==> config.mk <==
export PLATFORM = sky130hd
export DESIGN_NAME = interrupt_spr_unit
export DESIGN_NICKNAME = d
export VERILOG_FILES = /design/src/rtl/interrupt_spr_unit_pkg.sv /design/src/rtl/interrupt_spr_unit_ic_prio.sv /design/src/rtl/interrupt_spr_unit.sv
export SDC_FILE = /design/constraint.sdc
export NUM_CORES = 1
export LEC_CHECK = 0
export CAP_MARGIN = 40
export CORE_AREA = 2 2 173 175
export CTS_BUF_LIST = sky130_fd_sc_hd__clkbuf_16
export DETAILED_ROUTE_END_ITERATION = 16
export DIE_AREA = 0 0 175 177
export PLACE_DENSITY = 0.85
export SYNTH_ARGS = -nofsm -noshare
export SYNTH_HDL_FRONTEND = slang
export SYNTH_SLANG_ARGS = --single-unit
==> constraint.sdc <==
create_clock -name clk -period 3.7 [get_ports clk]
set_input_delay 0.74 -clock clk [delete_from_list [all_inputs] [get_ports clk]]
set_output_delay 0.74 -clock clk [all_outputs]
set_load 0.02 [all_outputs]
==> src/rtl/interrupt_spr_unit_pkg.sv <==
`default_nettype none
// ============================================================================
// Module      : interrupt_spr_unit_pkg
// Description : Shared constants for the interrupt / SPR unit. Holds the
//               cause-line geometry, the SPR index map and the cause indices.
//               It also provides a helper that widens the masked causes into
//               the 32-bit ECA image.
// Revision    : 1.0 - initial release
// ============================================================================
package interrupt_spr_unit_pkg;

    // Cause-line geometry
    localparam int NCAUSE    = 23;   // cause lines 0..22
    localparam int FIRST_MSK = 6;    // causes below this index ignore SR

    // SPR index map (spr_addr encoding)
    localparam logic [2:0] SPR_SR    = 3'd0;
    localparam logic [2:0] SPR_ESR   = 3'd1;
    localparam logic [2:0] SPR_ECA   = 3'd2;
    localparam logic [2:0] SPR_EPC   = 3'd3;
    localparam logic [2:0] SPR_EDATA = 3'd4;
    localparam logic [2:0] SPR_PTO   = 3'd5;
    localparam logic [2:0] SPR_PTL   = 3'd6;
    localparam logic [2:0] SPR_MODE  = 3'd7;

    // Cause indices (22:7 are external interrupts)
    localparam int CA_RESET = 0;
    localparam int CA_ILL   = 1;
    localparam int CA_MAL   = 2;
    localparam int CA_PFF   = 3;
    localparam int CA_PFLS  = 4;
    localparam int CA_SYSC  = 5;
    localparam int CA_OVF   = 6;

    // Zero-extend the masked cause vector into the 32-bit ECA image.
    function automatic logic [31:0] eca_image(input logic [NCAUSE-1:0] mca);
        return {{(32-NCAUSE){1'b0}}, mca};
    endfunction

endpackage : interrupt_spr_unit_pkg
`default_nettype wire

==> src/rtl/interrupt_spr_unit_ic_prio.sv <==
`default_nettype none
// ============================================================================
// Module      : ic_prio
// Description : Combinational cause masking, interrupt request and priority
//               encoding. Causes below FIRST_MSK pass straight through. The
//               rest are gated by the matching SR bit.
// Ports       : ca      in  NCAUSE            raw cause lines
//               sr_msk  in  NCAUSE-FIRST_MSK  SR bits for the maskable causes
//               mca     out NCAUSE            masked causes
//               jisr    out 1                 any masked cause pending
//               il      out 5                 lowest pending index (0 if none)
// Revision    : 1.0 - initial release
// ============================================================================
module ic_prio
    import interrupt_spr_unit_pkg::*;
(
    input  logic [NCAUSE-1:0]         ca,
    input  logic [NCAUSE-1:FIRST_MSK] sr_msk,
    output logic [NCAUSE-1:0]         mca,
    output logic                      jisr,
    output logic [4:0]                il
);

    for (genvar j = 0; j < NCAUSE; j++) begin : g_mask
        if (j < FIRST_MSK) begin : g_fixed
            assign mca[j] = ca[j];
        end else begin : g_masked
            assign mca[j] = ca[j] & sr_msk[j];
        end
    end

    assign jisr = |mca;

    // Scan from the top down so that the lowest set index wins (0 = highest priority).
    always_comb begin
        il = '0;
        for (int j = NCAUSE - 1; j >= 0; j--) begin
            if (mca[j]) begin
                il = 5'(j);
            end
        end
    end

endmodule : ic_prio
`default_nettype wire

==> src/rtl/interrupt_spr_unit.sv <==
`default_nettype none
// ============================================================================
// Module      : interrupt_spr_unit
// Description : Interrupt-cause masking plus the special-purpose register
//               file. A taken interrupt (jisr) saves SR/cause/PC/EA into the
//               exception registers and enters system mode on the same edge.
//               eret restores SR from ESR and enters user mode. spr_we
//               performs a movg2s write. Priority is jisr > eret > spr_we.
// Ports       : clk, rst_n (async, active-low)
//               ca[22:0], pc, next_pc, ea, rpt      interrupt context
//               eret, spr_we, spr_addr, spr_wdata   SPR control
//               spr_rdata                           comb read of SPR[spr_addr]
//               sr_out..ptl, mode_out               SPR contents
//               mca, jisr, il                       masked causes / request
// Revision    : 1.0 - initial release
// ============================================================================
module interrupt_spr_unit
    import interrupt_spr_unit_pkg::*;
(
    input  logic              clk,
    input  logic              rst_n,
    input  logic [NCAUSE-1:0] ca,
    input  logic [31:0]       pc,
    input  logic [31:0]       next_pc,
    input  logic [31:0]       ea,
    input  logic              rpt,
    input  logic              eret,
    input  logic              spr_we,
    input  logic [2:0]        spr_addr,
    input  logic [31:0]       spr_wdata,
    output logic [31:0]       spr_rdata,
    output logic [31:0]       sr_out,
    output logic [31:0]       esr_out,
    output logic [31:0]       eca_out,
    output logic [31:0]       epc_out,
    output logic [31:0]       edata_out,
    output logic [31:0]       pto,
    output logic [31:0]       ptl,
    output logic              mode_out,
    output logic [NCAUSE-1:0] mca,
    output logic              jisr,
    output logic [4:0]        il
);

    logic [31:0]       r_sr;
    logic [31:0]       r_esr;
    logic [31:0]       r_eca;
    logic [31:0]       r_epc;
    logic [31:0]       r_edata;
    logic [31:0]       r_pto;
    logic [31:0]       r_ptl;
    logic              r_mode;

    logic [NCAUSE-1:0] w_mca;
    logic              w_jisr;
    logic [4:0]        w_il;

    // Masking always sees the current SR. A new SR only takes effect next cycle.
    ic_prio u_ic_prio (
        .ca     (ca),
        .sr_msk (r_sr[NCAUSE-1:FIRST_MSK]),
        .mca    (w_mca),
        .jisr   (w_jisr),
        .il     (w_il)
    );

    always_ff @(posedge clk or negedge rst_n) begin
        if (!rst_n) begin
            r_sr    <= '0;
            r_esr   <= '0;
            r_eca   <= '0;
            r_epc   <= '0;
            r_edata <= '0;
            r_pto   <= '0;
            r_ptl   <= '0;
            r_mode  <= 1'b0;
        end else if (w_jisr) begin
            // Interrupt entry: any eret / spr_we in the same cycle is dropped.
            r_esr   <= r_sr;
            r_sr    <= '0;
            r_eca   <= eca_image(w_mca);
            r_epc   <= rpt ? pc : next_pc;
            r_edata <= ea;
            r_mode  <= 1'b0;
        end else if (eret) begin
            r_sr    <= r_esr;
            r_mode  <= 1'b1;
        end else if (spr_we) begin
            case (spr_addr)
                SPR_SR:    r_sr    <= spr_wdata;
                SPR_ESR:   r_esr   <= spr_wdata;
                SPR_ECA:   r_eca   <= spr_wdata;  // software may set the upper bits
                SPR_EPC:   r_epc   <= spr_wdata;
                SPR_EDATA: r_edata <= spr_wdata;
                SPR_PTO:   r_pto   <= spr_wdata;
                SPR_PTL:   r_ptl   <= spr_wdata;
                SPR_MODE:  r_mode  <= spr_wdata[0];
                default:   r_mode  <= r_mode;
            endcase
        end
    end

    always_comb begin
        spr_rdata = '0;
        case (spr_addr)
            SPR_SR:    spr_rdata = r_sr;
            SPR_ESR:   spr_rdata = r_esr;
            SPR_ECA:   spr_rdata = r_eca;
            SPR_EPC:   spr_rdata = r_epc;
            SPR_EDATA: spr_rdata = r_edata;
            SPR_PTO:   spr_rdata = r_pto;
            SPR_PTL:   spr_rdata = r_ptl;
            SPR_MODE:  spr_rdata = {31'b0, r_mode};
            default:   spr_rdata = '0;
        endcase
    end

    assign sr_out    = r_sr;
    assign esr_out   = r_esr;
    assign eca_out   = r_eca;
    assign epc_out   = r_epc;
    assign edata_out = r_edata;
    assign pto       = r_pto;
    assign ptl       = r_ptl;
    assign mode_out  = r_mode;
    assign mca       = w_mca;
    assign jisr      = w_jisr;
    assign il        = w_il;

endmodule : interrupt_spr_unit
`default_nettype wire

==> results of run 1 <==
## metrics by stage
stage / area (µm²) / TNS (ps)
CTS: 18400 / 0
global placement: 17600 / -466
floorplan: 12500 / 0
detailed placement: 17600 / -464
finish: 18400 / 0
global route: 18400 / 0
## power groups by stage
stage | sequential, mW | combinational, mW | clock [mW]
6_report | 2.60 | 1.08 | 2.30
5_1_grt | 2.60 | 1.15 | 2.43
4_1_cts | 2.60 | 1.08 | 2.35
3_5_place_dp | 2.64 | 1.08 | 0
3_3_place_gp | 2.64 | 1.06 | 0
2_1_floorplan | 2.70 | 0.387 | 0
## worst max-delay path by stage
| stage | endpoint | cells past startpoint | slack [ps] | from |
|---|---|---|---|---|
| 2_1_floorplan | spr_rdata[24] | 7 | 650 | spr_addr[0] |
| 3_3_place_gp | il[1] | 8 | -370 | ca[20] |
| 3_5_place_dp | il[1] | 8 | -360 | ca[20] |
| 4_1_cts | il[4] | 6 | 40 | ca[0] |
| 5_1_grt | il[1] | 8 | 40 | ca[20] |
| 6_report | il[1] | 8 | 110 | ca[20] |
## cell type report
| type | instances | area [µm²] |
|---|---|---|
| fillers | 2305 | 10900 |
| multi-input cells | 876 | 6300 |
| flip-flops and latches | 225 | 5630 |
| repair buffers | 516 | 5120 |
| clock buffers | 27 | 676 |
| well taps | 390 | 488 |
| inverters | 22 | 87.6 |
| clock inverters | 17 | 66.3 |
## flip-flops by register name (all words and copies together) (netlist names)
signal     count
pto           32
esr_out       32
epc_out       32
sr_out        32
eca_out       32
ptl           32
edata_out     32
mode_out       1
## per-layer routing
layer / vias up / track usage, % / wire length [µm]
li1: 5271 / - / -
met1: 5950 / 37.2 / 18500
met2: 712 / 53.4 / 24200
met3: 166 / 7.62 / 4330
met4: 2 / 13.2 / 2270
met5: - / 0 / 10
## worst max-delay path, cell delays in order
cell and delay [ps]:
clkdlybuf4s50_1 430, a22oi_2 290, nor2b_1 180, o311ai_1 160, buf_4 190, a31o_2 240, a211oi_1 240, dlygate4sd2_1 360
## cells by family (layout without fill, tap and decap cells)
family / after synthesis / in the layout / share of synthesized area, %
compound gates: 301 / 301 / 16.2
simple gates: 332 / 332 / 11.6
flops: 225 / 225 / 45.0
mux: 243 / 243 / 22.2
buf+inv: 126 / 582 / 5.02
## cell usage after synthesis (all sizes together)
cell type	n
nand4	4
o21bai	9
o221a	5
nor3b	2
o22a	4
mux4	21
a21oi	64
nand2	180
mux2i	155
and2	4
clkbuf	50
inv	22
a311oi	1
buf	54
a31o	2
mux2	67
nand3	5
o21ai	86
a31oi	34
dfrtp	225
nand2b	2
nor2b	42
a22oi	12
a211oi	68
o211ai	6
o41ai	1
nor3	3
and3	2
a221oi	4
nor2	87
o311ai	1
a21boi	1
o22ai	3
nor4	1
## timing repair
action / CTS / global route
gates cloned: 0 / 0
hold buffers: 0 / 0
gates resized for setup: 6 / 2
endpoints found under the setup margin: 4 / 2
hold endpoints to repair: 0 / 0
==> results.toml, run 1 <==
[detailed_routing]
remaining_drc_errors = 0
via_count = 12100
routed_wl_um = 49400
ant_nets = 0
wl_per_cell_um = 23.8
drtPass1Iterations = 5
viasPerCell = 5.84
drt_iter0_drc = 933

[cells_and_area]
final_util_pct = 62.8
drive_gt1_share_pct = 14.1
n_antenna_cell = 0
finish.net_count = 1826
mostFrequentLayoutCell = "clkdlybuf4s50_1"
area_growth_pct = 46.7
final_cell_mix = "clkdlybuf4s50_1 (433), dfrtp_1 (225), nand2_1 (178), mux2i_1 (155), nor2_1 (87)"
fin_cells = 2073

[synth]
yosysTopAreaCell = "dfrtp_1"
netlist_instances = 1227
syn_area_mm2 = 0.0125
synth_area_leaders = "dfrtp_1 (45%), mux2i_1 (12%), nand2_1 (5.4%)"
synth.distinct_cells = 44
yosys_warnings = 0
avgSynthCellArea_um2 = 10.2
syn_nets = 1386
synth_top_area_share_pct = 45.0
seq_area_frac_synth_pct = 45.0
ys_seq_elements = 225

[placed_design]
dp_cells = 2029
finalWeightedCongestion = 0.908
port_buffers = 444
hpwl_um = 35100
dp_slack_ps = -361

[timing]
drv_slew = 0
setup_ws_ps = 109
tightest_slew_ps = 1050
rsz0062_at_grt = "no"
skew_ps = 9.86
final.period_utilization_pct = 97.1
whs_ps = 221
hold_viol_final = 0
setup_viol = 0
post-route-min-period_ps = 3590
fmax_mhz = 278
maxSlewHeadroom_pct = 29.8

[clock_network]
cts_tree = "done"
clock-root-buffer = "clkbuf_16"
htreeDepth = 1
cts_buffer_depth = 3
cts.sinks = 225
worstSkewPairLatency_ps = 530
post_cts_buffers = 0
worst_setup_hold_path_clk_slew_ps = 60
cts_buffers = 26

[grt]
grt_start_max_net_pins = 193
grt_pass1_vias = 12400
grtUsageTotal_pct = 31.0
grt_pass1_wl_um = 74100
overflow = 0
antenna_found_initial = 1

[critical_path]
ff2ff_setup_slack_ps = 880
worst_ep_required_time_ps = 2960
cp.arrival_ps = 2850
reg2reg_from = "sr_out[12]"
r2r_end = "pto[25]"
path_max_fanout = 2
reg2reg_depth = 9
critPathKind = "in -> out"
start_kind = "input pin"
end_kind = "output port"

[pwr]
power_frac_comb_pct = 18.1
total_power_mw = 5.98
p_int_mw = 4.34
vdd_drop_max_mv = 0.299
swShare_pct = 27.5
powerDensity_mw_per_mm2 = 326
switching_power_mw = 1.65
p_leak_nw = 8.33
power_frac_seq_pct = 43.4
p_clk_share_pct = 38.5

[floorplanning]
fp.dieW_um = 175
coreArea_mm2 = 0.0292
die_area_mm2 = 0.0310
num_rows = 63
die-height_um = 177
start_util_pct = 42.8
ios = 445

[run]
drv_cap = 0

[min_path]
hold_class = "in -> async"

[status]
outcome = "completed"
(Power assumes the default switching activity.)
==> run 2, diff against run 1 <==
Settings changed: CORE_AREA 2 2 173 175 to 2 2 171 173, DIE_AREA 0 0 175 177 to 0 0 173 175, PLACE_DENSITY 0.85 to 0.89, REMOVE_ABC_BUFFERS from default to 1, SYNTH_HIERARCHICAL from default to 1.
==> results.toml, run 2 <==
[timing]
drv_slew = 0
fmax_mhz = 274
hold_viol_final = 0
setup_viol = 0
post-route-min-period_ps = 3650
setup_ws_ps = 50.5
setup_tns_ps = 0
tightest_slew_ps = 992
skew_ps = 16.4
maxSlewHeadroom_pct = 33.8
final.period_utilization_pct = 98.6
rsz0062_at_grt = "no"

[floorplanning]
coreArea_mm2 = 0.0284
die-height_um = 175
ios = 445
num_rows = 62
fp.dieW_um = 173
start_util_pct = 46.6
die_area_mm2 = 0.0303

[synth]
async_flop_share_pct = 100
synth_compound_area_share_pct = 13.3
yosys.area_share.simple_pct = 13.2
syn_area_mm2 = 0.0132
netlist_instances = 1314
synthMuxAreaShare_pct = 22.3
avgSynthCellArea_um2 = 10.1
synth_area_leaders = "dfrtp_1 (43%), mux2_2 (11%), mux2i_1 (7.7%)"
synth_top_area_share_pct = 42.6
yosys_warnings = 6
synth_top_family_by_area = "multiplexers"
synthAdderAreaFrac_pct = 0
synth_xor_area_share_pct = 0
yosys_most_used_dff = "dfrtp_1"
yosysMostFrequentCell = "dfrtp_1"
synth_edf_count = 0
synth.distinct_cells = 62
seq_area_frac_synth_pct = 42.6
yosysTopAreaCell = "dfrtp_1"
synth_common_cells = "dfrtp_1 (225), mux2_2 (131), inv_1 (130)"
ys_seq_elements = 225

[detailed_routing]
wl_met1_um = 20500
drtPass1Iterations = 5
wl_met3_um = 5410
routed_wl_um = 55200
via_count = 13200
wl_met2_um = 26300
viasPerCell = 6.17
drt_iter0_drc = 1265
wl_per_cell_um = 25.7
remaining_drc_errors = 0
ant_nets = 0
top_layer = "met4"

[pwr]
p_int_mw = 4.66
powerDensity_mw_per_mm2 = 335
power_frac_seq_pct = 40.5
vdd_drop_max_mv = 0.284
p_clk_share_pct = 41.9
switching_power_mw = 1.75
power_frac_comb_pct = 17.6
swShare_pct = 27.3
p_leak_nw = 8.45

[clock_network]
cts.sinks = 225
clock-root-buffer = "clkbuf_16"
cts_buffers = 26
hold_buffers = 0
cts_tree = "done"
worst_setup_hold_path_clk_slew_ps = 60
cts_buffer_depth = 3
htreeDepth = 1
worstSkewPairLatency_ps = 530

[critical_path]
cp_slowest_cell = "or4_1"
cp.arrival_ps = 2910
critPathKind = "in -> out"
crit_path_frequent_cell = "clkdlybuf4s50_1"
ff2ff_setup_slack_ps = 870
r2r_end = "esr_out[14]"
cp_cell_sequence = "clkdlybuf4s50_1 > or4_1 > nor2_1 > buf_4 > nand3_4 > clkdlybuf4s50_1"
reg2reg_depth = 9
path_max_fanout = 2
start_kind = "input pin"
end_kind = "output port"
reg2reg_from = "sr_out[11]"
worst_ep_required_time_ps = 2960
crit_start = "ca[0]"
cpPeakStageDelay_ps = 660

[min_path]
hold_class = "in -> async"

[grt]
grt_start_max_net_pins = 118
grt_pass1_vias = 13400
overflow = 0
grtUsageTotal_pct = 35.5
antenna_found_initial = 1
grt_pass1_wl_um = 83100

[cells_and_area]
multi_input_area_mm2 = 0.00652
fin_cells = 2146
drive_gt1_share_pct = 16.5
area_growth_pct = 44.7
num-fill-cells = 2100
final_cell_mix = "clkdlybuf4s50_1 (436), dfrtp_1 (225), inv_1 (134), mux2_2 (131), nand2_1 (108)"
mostFrequentLayoutCell = "clkdlybuf4s50_1"
finish.net_count = 1900
final_cell_area_mm2 = 0.0191
seqCellArea_mm2 = 0.00563

[placed_design]
dp_slack_ps = 2.62
dp_cells = 2097
finalWeightedCongestion = 0.939
hpwl_um = 38600
dpl_cell_area_mm2 = 0.0182
port_buffers = 444

[run]
drv_cap = 0

[status]
outcome = "completed"
==> run 2: final cells by class <==
| class | instances | area share, % |
|---|---|---|
| Clock buffer | 27 | 3.53 |
| Antenna cell | 1 | 0.0131 |
| Multi-Input combinational cell | 841 | 34.1 |
| Sequential cell | 225 | 29.4 |
| Inverter | 130 | 2.55 |
| Clock inverter | 21 | 1.05 |
| Timing Repair Buffer | 517 | 26.8 |
| Tap cell | 384 | 2.51 |
==> run 2: metrics by stage <==
step           utilization (%)  hold slack [ps]  total power, mW
4_1_cts                   67.3              357             6.41
5_1_grt                   67.4              386             6.58
6_report                  67.4              288             6.41
2_1_floorplan                -              444             3.04
3_5_place_dp              64.2              512             3.75
3_3_place_gp              64.1              493             3.73
==> run 2: logic make-up (layout without fill, tap and decap cells) <==
kind of cell	after synthesis	after routing
other	0	1
and+or+nand+nor	355	355
AOI/OAI and AO/OA	231	231
DFF	225	225
muxes	255	255
buffers and inverters	248	695
==> run 2: how the worst max path moves through the flow <==
| stage | end | slack (ps) |
|---|---|---|
| after detailed placement | il[0] | 3 |
| after CTS | il[4] | 80 |
| final | jisr | 50 |
| after global placement | il[4] | 20 |
| after global routing | jisr | 60 |
| after floorplan | sr_out[10] | -6340 |
==> run 2: timing repair <==
action,CTS,global route
buffers inserted,0,0
resized for setup,1,2
setup endpoints to repair,1,2
endpoints found under the hold margin,0,0
==> run 2: power groups by stage <==
| stage | clock (mW) | sequential [mW] | combinational, mW |
|---|---|---|---|
| 6_report | 2.68 | 2.60 | 1.13 |
| 2_1_floorplan | 0 | 2.71 | 0.330 |
| 5_1_grt | 2.79 | 2.60 | 1.18 |
| 4_1_cts | 2.69 | 2.60 | 1.12 |
| 3_3_place_gp | 0 | 2.64 | 1.09 |
| 3_5_place_dp | 0 | 2.64 | 1.11 |
==> run 2: worst max-delay path, delay by kind of cell <==
kind / cells / cell delay [ps]
buffers and inverters: 3 / 1250
AND/OR/NAND/NOR: 3 / 920
==> run 2: layer usage <==
| metal | global-route usage, % | vias up |
|---|---|---|
| li1 | - | 5556 |
| met1 | 44.0 | 6558 |
| met2 | 58.0 | 907 |
| met3 | 8.09 | 210 |
| met4 | 18.6 | 0 |
| met5 | 0 | - |
